## src/rtl/uart_rx_ovs.sv

```systemverilog
// Oversampling UART receiver: 3-sample majority vote, false-start rejection,
// parity/framing/break detection and a first-word-fall-through receive FIFO.
module uart_rx_ovs #(
   parameter int unsigned OVS        = 16,
   parameter int unsigned DATA_BITS  = 8,
   parameter int unsigned PARITY     = 0,
   parameter int unsigned STOP_BITS  = 1,
   parameter int unsigned FIFO_DEPTH = 4
) (
   input  logic                        clk,
   input  logic                        reset,
   input  logic                        ck_en,
   input  logic                        rx_pin,
   output logic                        rd_valid,
   input  logic                        rd_ready,
   output logic [DATA_BITS-1:0]        rd_data,
   output logic                        rd_perr,
   output logic                        rd_ferr,
   output logic                        rx_break,
   output logic                        overrun,
   output logic [$clog2(FIFO_DEPTH):0] fifo_level
);
   localparam int unsigned PhW   = $clog2(OVS);
   localparam int unsigned Mid   = OVS / 2;
   localparam int unsigned AddrW = $clog2(FIFO_DEPTH);
   localparam int unsigned PtrW  = AddrW + 1;
   localparam int unsigned WordW = DATA_BITS + 2;

   typedef enum logic [2:0] {StIdle, StStart, StData, StParity, StStop, StBreak} state_e;

   state_e               state_q, state_d;
   logic [PhW-1:0]       ph_q, ph_d;
   logic [3:0]           bit_q, bit_d;
   logic [DATA_BITS-1:0] data_q, data_d;
   logic                 par_q, par_d;
   logic                 ferr_q, ferr_d;
   logic                 zero_q, zero_d;
   logic                 va_q, va_d, vb_q, vb_d;
   logic                 s_last_q, s_last_d;
   logic                 rx_iob_q, rx_meta_q, s_q;
   logic                 rx_break_q, overrun_q;
   logic                 vote, perr, ferr_nx, zero_nx, push, brk;
   logic [WordW-1:0]     push_word, head;

   logic [WordW-1:0]     mem_q [FIFO_DEPTH];
   logic [PtrW-1:0]      wr_ptr_q, rd_ptr_q, level;
   logic                 full, pop, wr_en;

   // rx_iob_q is intended to be packed into the input pad register
   always_ff @(posedge clk or posedge reset) begin
      if (reset) begin
         rx_iob_q  <= 1'b1;
         rx_meta_q <= 1'b1;
         s_q       <= 1'b1;
      end else begin
         rx_iob_q  <= rx_pin;
         rx_meta_q <= rx_iob_q;
         s_q       <= rx_meta_q;
      end
   end

   assign vote    = (va_q & vb_q) | (va_q & s_q) | (vb_q & s_q);
   assign ferr_nx = ferr_q | ~vote;
   assign zero_nx = zero_q & ~vote;

   always_comb begin
      state_d  = state_q;
      ph_d     = ph_q;
      bit_d    = bit_q;
      data_d   = data_q;
      par_d    = par_q;
      ferr_d   = ferr_q;
      zero_d   = zero_q;
      va_d     = va_q;
      vb_d     = vb_q;
      s_last_d = s_last_q;
      push     = 1'b0;
      brk      = 1'b0;
      perr     = 1'b0;
      if (PARITY != 0) perr = (^data_q ^ par_q) != (PARITY == 1);
      if (ck_en) begin
         s_last_d = s_q;
         ph_d     = (ph_q == PhW'(OVS - 1)) ? '0 : ph_q + 1'b1;
         if (ph_q == PhW'(Mid - 1)) va_d = s_q;
         if (ph_q == PhW'(Mid)) vb_d = s_q;
         case (state_q)
            StIdle: begin
               if (s_last_q && !s_q) begin
                  state_d = StStart;
                  ph_d    = '0;
               end
            end
            StStart: begin
               if (ph_q == PhW'(Mid + 1)) begin
                  if (vote) begin
                     state_d = StIdle;
                  end else begin
                     state_d = StData;
                     bit_d   = '0;
                     par_d   = 1'b0;
                  end
               end
            end
            StData: begin
               if (ph_q == PhW'(Mid + 1)) begin
                  data_d = {vote, data_q[DATA_BITS-1:1]};
                  if (bit_q == 4'(DATA_BITS - 1)) begin
                     state_d = (PARITY != 0) ? StParity : StStop;
                     bit_d   = '0;
                     ferr_d  = 1'b0;
                     zero_d  = 1'b1;
                  end else begin
                     bit_d = bit_q + 4'd1;
                  end
               end
            end
            StParity: begin
               if (ph_q == PhW'(Mid + 1)) begin
                  par_d   = vote;
                  state_d = StStop;
               end
            end
            StStop: begin
               if (ph_q == PhW'(Mid + 1)) begin
                  ferr_d = ferr_nx;
                  zero_d = zero_nx;
                  if (bit_q == 4'(STOP_BITS - 1)) begin
                     // An all-zero frame with every stop bit low is a line break
                     if (data_q == '0 && (PARITY == 0 || !par_q) && zero_nx) begin
                        brk     = 1'b1;
                        state_d = StBreak;
                     end else begin
                        push    = 1'b1;
                        state_d = StIdle;
                     end
                  end else begin
                     bit_d = bit_q + 4'd1;
                  end
               end
            end
            StBreak: begin
               if (s_q) state_d = StIdle;
            end
            default: state_d = StIdle;
         endcase
      end
   end

   always_ff @(posedge clk or posedge reset) begin
      if (reset) begin
         state_q  <= StIdle;
         ph_q     <= '0;
         bit_q    <= '0;
         data_q   <= '0;
         par_q    <= 1'b0;
         ferr_q   <= 1'b0;
         zero_q   <= 1'b0;
         va_q     <= 1'b1;
         vb_q     <= 1'b1;
         s_last_q <= 1'b1;
      end else begin
         state_q  <= state_d;
         ph_q     <= ph_d;
         bit_q    <= bit_d;
         data_q   <= data_d;
         par_q    <= par_d;
         ferr_q   <= ferr_d;
         zero_q   <= zero_d;
         va_q     <= va_d;
         vb_q     <= vb_d;
         s_last_q <= s_last_d;
      end
   end

   assign push_word = {perr, ferr_nx, data_q};
   assign level     = wr_ptr_q - rd_ptr_q;
   assign full      = (level == PtrW'(FIFO_DEPTH));
   assign rd_valid  = (level != '0);
   assign pop       = rd_valid & rd_ready;
   // When full, a same-cycle pop frees the slot the write lands in
   assign wr_en     = push & (~full | pop);
   assign head      = mem_q[rd_ptr_q[AddrW-1:0]];

   assign {rd_perr, rd_ferr, rd_data} = rd_valid ? head : '0;
   assign fifo_level = level;
   assign rx_break   = rx_break_q;
   assign overrun    = overrun_q;

   always_ff @(posedge clk) begin
      if (wr_en) mem_q[wr_ptr_q[AddrW-1:0]] <= push_word;
   end

   always_ff @(posedge clk or posedge reset) begin
      if (reset) begin
         wr_ptr_q   <= '0;
         rd_ptr_q   <= '0;
         rx_break_q <= 1'b0;
         overrun_q  <= 1'b0;
      end else begin
         if (wr_en) wr_ptr_q <= wr_ptr_q + 1'b1;
         if (pop) rd_ptr_q <= rd_ptr_q + 1'b1;
         rx_break_q <= brk;
         overrun_q  <= push & full & ~pop;
      end
   end

endmodule

```

## config.mk

```make
export PLATFORM = sky130hd
export DESIGN_NAME = uart_rx_ovs
export DESIGN_NICKNAME = d
export VERILOG_FILES = /design/src/rtl/uart_rx_ovs.sv
export SDC_FILE = /design/constraint.sdc
export NUM_CORES = 1
export LEC_CHECK = 0
export CORE_MARGIN = 1
export CORE_UTILIZATION = 45
export CTS_BUF_LIST = sky130_fd_sc_hd__clkbuf_4
export CTS_CLUSTER_DIAMETER = 40
export DETAILED_ROUTE_END_ITERATION = 7
export GPL_TIMING_DRIVEN = 0
export SLEW_MARGIN = 20
export SYNTH_ARGS = -nofsm -noshare
export SYNTH_HDL_FRONTEND = slang
export SYNTH_SLANG_ARGS = --single-unit
```

## constraint.sdc

```tcl
create_clock -name clk -period 3.2 [get_ports clk]
set_clock_uncertainty 0.1 [all_clocks]
set_input_delay 0.64 -clock clk [delete_from_list [all_inputs] [get_ports clk]]
set_output_delay 0.64 -clock clk [all_outputs]
set_load 0.005 [all_outputs]
```

==> results.py, run 1 <==
metrics = {
    "grt": {
        "antenna_violations_before_repair": 0,
        "grt-ovfl-total": 0,
        "grt_pass1_wl_um": 9710,
        "globalRouteTotalUtil_pct": 17.1,
        "grt_pass1_vias": 1951,
        "largest_net_degree_at_the_start_of_global_routing": 23,
    },
    "logic_synthesis": {
        "synth_area_mm2": 0.00337,
        "ffs_w_async_s_r_synth_pct": 49.3,
        "syn-mean-instance-area_um2": 13.6,
        "synth_top_family_by_area": "simple AND/OR/NAND/NOR gates",
        "synth-seq-area-share_pct": 58.3,
        "synth-compound-area-share_pct": 7.32,
        "synth_xor_xnor_area_share_pct": 1.82,
        "synthAdderAreaFrac_pct": 4.98,
        "synth_edf_count": 36,
        "netlist_instances": 247,
        "synth-simple-area-share_pct": 13.4,
        "post_synth_mux_area_share_pct": 11.4,
        "synthesis_stage_register_bit_count": 71,
        "yosys_most_used_dff": "edfxtp_1",
        "synth_nets": 264,
        "yosysWarningCount": 0,
        "synth.lib_cells_used.distinct": 60,
    },
    "timing": {
        "max_clk_rate_mhz": 297,
        "slew_viol_final": 0,
        "finalHoldViolCount": 0,
        "timing.setup.tns_ns": -0.856,
        "worst-slew-pin-transition_ns": 0.874,
        "setup_viol": 10,
        "timing.final.crit_share_pct": 105,
        "worst_slew_slack_as_a_fraction_of_its_limit_pct": 41.8,
        "final.setup.worst_slack_ns": -0.162,
        "rsz_0062_raised_after_global_routing": "yes",
        "post-route-min-period_ns": 3.36,
    },
    "route": {
        "detailedRoute.firstIterationViolations": 90,
        "routed_via_density": 5.19,
        "detail-route-antenna-nets": 0,
        "drt_wl_total_um": 6030,
        "total_vias_in_the_final_route": 2040,
        "route.detailed.wl_per_inst_um": 15.3,
        "detail_route.drc_violations": 0,
        "detail_route.first_pass.iterations": 4,
    },
    "critical_path": {
        "critPathSlowestCell": "dfrtp_1",
        "criticalPathCategory": "reg2out",
        "crit_chain": "ha_2 -> fa_2 -> xnor2_2 -> xnor2_2 -> or3_4 -> buf_6 -> buf_6 -> and2_4 -> buf_6",
        "worst_setup_path_start_kind": "flip-flop",
        "path_common_cell": "buf_6",
        "critPathRequiredTime_ns": 2.46,
        "critical_path.max_stage_delay_ns": 0.43,
        "path_max_fanout": 4,
        "cp_endpoint_kind": "primary output",
        "arrival_worst_endpoint_ns": 2.62,
    },
    "status": {
        "outcome": "finished with violations",
        "failed_checks": "setup timing",
    },
    "power": {
        "vdd.ir_drop.worst_mv": 0.277,
        "static-leakage-power_uw": 0.00153,
        "pwr_density_cell_mw_per_mm2": 715,
    },
    "clocking": {
        "clock_transition_at_the_register_clock_pins_on_the_worst_setup_and_hold_paths_after_cts_ns": 0.13,
        "tritoncts": "done",
        "clock_tree.root_cell": "clkbuf_4",
        "clk_path_buf_depth": 2,
        "clk_latency_ns": 0.42,
        "tritoncts.num_buffers": 9,
        "cts.sink_count": 71,
        "postCtsHoldBufs": 0,
        "h-tree-depth": 3,
    },
    "hold_path": {
        "holdCritPathClass": "reg2reg",
    },
    "placement": {
        "hpwlAfterDp_um": 3940,
        "port_buffer_count": 19,
        "weighted_congestion_reported_at_the_end_of_routability_driven_placement": 0.819,
        "detailed_place.area_mm2": 0.00371,
    },
    "floorplanning": {
        "initial_core_util_pct": 46.4,
        "die_area_mm2": 0.00783,
        "std_cell_rows": 31,
        "die_extent_in_y_um": 88.5,
        "core_area_mm2": 0.00725,
        "die_boundary_width_um": 88.5,
        "io-pin-count": 21,
    },
    "cells_and_area": {
        "num_antenna_cells": 0,
        "areaGrowthSynthToFinish_pct": 17.3,
        "drive_above_1_share_pct": 30.6,
        "final_common_cell": "edfxtp_1",
        "most-common-layout-cells": "36 x edfxtp_1, 29 x dfrtp_1, 17 x nand2_1, 15 x nor2_1",
        "cell_area_after_layout_mm2": 0.00395,
        "finish.net_count": 306,
    },
    "job": {
        "max_cap_violations": 0,
    },
}
[sequential cells by signal, indices dropped and copies added, names as in the netlist, 3 cells and up]
register  cells
ph_q          4
bit_q         4
mem_q        36
rd_ptr_q      3
state_q       3
wr_ptr_q      3
data_q        8
[final cells by class]
| class | count | area, µm² |
|---|---|---|
| repair buffers | 31 | 295 |
| clock inverters | 7 | 55.1 |
| fillers | 624 | 3300 |
| inverters | 12 | 45.0 |
| clock buffers | 9 | 67.6 |
| well taps | 99 | 124 |
| plain buffers | 9 | 50.0 |
| multi-input cells | 155 | 1350 |
| flip-flops and latches | 71 | 1960 |
[cell families (layout without fill, tap and decap cells)]
kind of cell             count (synthesis)  after routing
buffers and inverters                   21             68
AND/OR/NAND/NOR                         76             76
XOR/XNOR                                 7              7
other                                    1              1
adder cells (fa/ha/maj)                 13             13
AO/OA/AOI/OAI                           33             33
flip-flops                              71             71
multiplexers                            25             25
[per-layer routing]
layer	wire length [µm]	vias to the layer above	global-route usage, %
met2	3040	32	28.7
met3	125	10	3.08
met1	2740	998	21.2
met4	122	0	8.80
li1	-	1000	-
met5	0	-	0
[path summary, 6_finish.rpt]
kind | startpoint | cells after the start | to | slack, ns
worst max register to register | rd_ptr_q[0] | 9 | mem_q[0][6] | 0.58
worst max-delay path | rd_ptr_q[0] | 9 | rd_data[5] | -0.16
min in group asynchronous | reset | 2 | data_q[1] | 0.40
worst min-delay path | rx_meta_q | 0 | s_q | 0.26
max in group asynchronous | reset | 3 | va_q | 2.10
worst min register to register | rx_meta_q | 0 | s_q | 0.26
[worst max-delay path: cells and delay by family (launching register included)]
kind | cells | cell delay, ns
XOR/XNOR | 2 | 0.32
buffers and inverters | 3 | 0.35
adder cells (fa/ha/maj) | 2 | 0.54
AND/OR/NAND/NOR | 2 | 0.56
flip-flops | 1 | 0.43
[power breakdown]
group / leakage [µW] / internal, µW / switching, µW / total, µW
Sequential: 0.000741 / 1050 / 99.8 / 1150
Clock: 0.0000633 / 167 / 351 / 518
Combinational: 0.000722 / 648 / 506 / 1150
Total: 0.00153 / 1870 / 957 / 2820
[through the flow]
step	setup WS [ns]	total power, µW	hold WS, ns	utilization [%]	instances
after global placement	-0.247	2140	0.245	50.8	365
after floorplan	0.394	1800	0.245	-	247
after CTS	-0.234	2830	0.266	54.3	391
final	-0.162	2820	0.264	54.5	393
after detailed placement	-0.272	2150	0.247	51.1	366
after global routing	-0.234	3000	0.275	54.5	393
[cells in the mapped netlist, drive strengths merged (2+ instances only)]
cell type	instances	share of area (%)
dfrtp	29	22
nor4b	2	0.52
mux2	13	4.5
mux2i	3	0.89
ha	11	4.1
edfxtp	36	32
and2	13	2.6
a32o	3	0.89
o211ai	2	0.59
nor2	15	1.7
or3b	2	0.59
nor3b	2	0.45
xnor2	6	1.6
nor3	3	0.45
a21oi	4	0.93
nor4	2	0.82
nand3	6	0.89
clkbuf	4	0.45
dfstp	6	4.7
nand2	17	1.9
o21ai	9	1.3
nand2b	2	0.37
or3	2	0.37
a31oi	4	0.74
inv	12	1.3
nand3b	2	0.45
nand4b	3	1.2
buf	5	0.85
mux4	9	6.0
[timing repair]
action,in CTS,in global routing
gates resized for setup,59,2
pin swaps,6,5
cloned,1,0
setup endpoints to repair,11,11
buffers inserted,8,2
(Power assumes the default switching activity.)
==> run 2, diff against run 1 <==
PLACE_DENSITY = 0.62   (was not set)
==> results.py, run 2 (synthesis results as in run 1) <==
metrics = {
    "clocking": {
        "clock_tree.root_cell": "clkbuf_4",
        "cts.sink_count": 71,
        "clock_transition_at_the_register_clock_pins_on_the_worst_setup_and_hold_paths_after_cts_ns": 0.12,
        "h-tree-depth": 3,
        "tritoncts.num_buffers": 9,
        "clk_latency_ns": 0.41,
        "tritoncts": "done",
        "clk_path_buf_depth": 2,
        "postCtsHoldBufs": 0,
    },
    "floorplanning": {
        "io-pin-count": 21,
        "core_area_mm2": 0.00725,
        "std_cell_rows": 31,
        "die_boundary_width_um": 88.5,
        "die_extent_in_y_um": 88.5,
        "initial_core_util_pct": 46.4,
        "die_area_mm2": 0.00783,
    },
    "critical_path": {
        "crit_chain": "ha_4 -> fa_2 -> xnor2_4 -> xnor2_2 -> or3_4 -> buf_6 -> buf_6 -> and2_1 -> buf_2",
        "path_max_fanout": 5,
        "critPathSlowestCell": "dfrtp_1",
        "path_common_cell": "buf_6",
        "cp_endpoint_kind": "primary output",
        "critPathRequiredTime_ns": 2.46,
        "criticalPathCategory": "reg2out",
        "arrival_worst_endpoint_ns": 2.54,
        "worst_setup_path_start_kind": "flip-flop",
        "critical_path.max_stage_delay_ns": 0.44,
    },
    "power": {
        "static-leakage-power_uw": 0.00153,
        "pwr_density_cell_mw_per_mm2": 719,
        "power.share.combinational_pct": 40.2,
        "clkPwrFrac_pct": 19.2,
        "power_switching_uw": 919,
        "post_layout_power_uw": 2850,
        "power_switching_share_pct": 32.3,
        "internal_power_uw": 1930,
        "sequential_fraction_of_design_power_pct": 40.6,
        "vdd.ir_drop.worst_mv": 0.326,
    },
    "cells_and_area": {
        "most-common-layout-cells": "36 x edfxtp_1, 29 x dfrtp_1, 17 x nand2_1, 15 x nor2_1, 13 x buf_4",
        "multi_input_comb_area_mm2": 0.00137,
        "num_antenna_cells": 0,
        "cell_area_after_layout_mm2": 0.00397,
        "final_common_cell": "edfxtp_1",
        "filler_cell_count": 623,
        "finish.net_count": 306,
        "max_reg_flops": 36,
        "regArea_mm2": 0.00196,
        "areaGrowthSynthToFinish_pct": 17.8,
        "drive_above_1_share_pct": 30.4,
    },
    "grt": {
        "largest_net_degree_at_the_start_of_global_routing": 36,
        "grt-ovfl-total": 0,
        "grt_pass1_wl_um": 9950,
        "globalRouteTotalUtil_pct": 17.4,
        "antenna_violations_before_repair": 0,
        "grt_pass1_vias": 1985,
    },
    "route": {
        "routed_via_density": 5.22,
        "route.detailed.wl_per_inst_um": 15.0,
        "total_vias_in_the_final_route": 2048,
        "detail-route-antenna-nets": 0,
        "detail_route.drc_violations": 0,
        "detailedRoute.firstIterationViolations": 130,
        "drt_wl_total_um": 5890,
        "detail_route.first_pass.iterations": 4,
    },
    "hold_path": {
        "holdCritPathClass": "reg2reg",
    },
    "timing": {
        "post-route-min-period_ns": 3.28,
        "worst_slew_slack_as_a_fraction_of_its_limit_pct": 50.1,
        "setup_viol": 2,
        "timing.final.crit_share_pct": 102,
        "worst-slew-pin-transition_ns": 0.748,
        "max_clk_rate_mhz": 305,
        "final.setup.worst_slack_ns": -0.0792,
        "finalHoldViolCount": 0,
        "rsz_0062_raised_after_global_routing": "yes",
        "slew_viol_final": 0,
    },
    "status": {
        "failed_checks": "setup timing",
        "outcome": "finished with violations",
    },
    "placement": {
        "hpwlAfterDp_um": 3780,
        "port_buffer_count": 19,
        "weighted_congestion_reported_at_the_end_of_routability_driven_placement": 0.831,
        "detailed_place.area_mm2": 0.00368,
    },
    "job": {
        "max_cap_violations": 0,
    },
}
-- run 2: layout make-up --
type / count / share of cell area (%)
buffer: 8 / 1.17
clock buffer: 9 / 1.70
clock inverter: 6 / 1.58
inverter: 12 / 1.14
multi-input combinational: 155 / 34.6
sequential: 71 / 49.5
tap: 99 / 3.12
timing repair buffer: 32 / 7.13
-- run 2: path summary, 6_finish.rpt --
| kind | from | to | slack [ns] | depth (start not counted) |
|---|---|---|---|---|
| min reg2reg | rx_meta_q | s_q | 0.26 | 0 |
| max in group asynchronous | reset | data_q[6] | 1.95 | 2 |
| max | rd_ptr_q[0] | rd_data[2] | -0.08 | 9 |
| max reg2reg | rd_ptr_q[0] | mem_q[0][6] | 0.57 | 9 |
| min | rx_meta_q | s_q | 0.26 | 0 |
| min in group asynchronous | reset | data_q[2] | 0.56 | 2 |
-- run 2: power groups by stage --
stage	Combinational (µW)	Clock, µW	Sequential [µW]
6_report	1150	547	1160
5_1_grt	1260	615	1180
4_1_cts	1130	569	1150
3_5_place_dp	983	0	1170
3_3_place_gp	969	0	1170
2_1_floorplan	658	0	1140
-- run 2: repair_timing --
action                                  4_1_cts  5_1_grt
endpoints found under the setup margin       11       11
pin swaps                                     5        5
hold endpoints to repair                      0        0
resized for setup                            55        5
gates cloned                                  1        0
buffers inserted                              7        6
-- run 2: critical path: cells and delay by family (launching register included) --
family        cells  cell delay, ns
xor+xnor          2            0.29
fa+ha+maj         2            0.54
buf+inv           3            0.37
flops             1            0.44
simple gates      2            0.48
-- run 2: routing by layer --
metal / GRT usage, % / vias up / share of wire, %
li1: - / 992 / -
met1: 22.0 / 1007 / 44
met2: 29.0 / 38 / 50
met3: 3.64 / 11 / 3.4
met4: 7.92 / 0 / 2.1
met5: 0 / - / 0
-- run 2: stage by stage --
stage | utilization, % | worst slack (ns) | setup TNS [ns] | hold slack, ns | instances
after global routing | 54.7 | -0.174 | -0.918 | 0.274 | 392
after detailed placement | 50.8 | -0.237 | -2.16 | 0.247 | 365
final | 54.7 | -0.0792 | -0.151 | 0.263 | 392
after floorplan | - | 0.394 | 0 | 0.245 | 247
after CTS | 53.8 | -0.207 | -1.61 | 0.265 | 388
after global placement | 50.8 | -0.226 | -2.06 | 0.246 | 365
==> run 3, diff against run 2 <==
CTS_CLUSTER_SIZE = 12   (was not set)
==> results of run 3 <==
Final layout, timing and power as in run 2 (identical DEF).
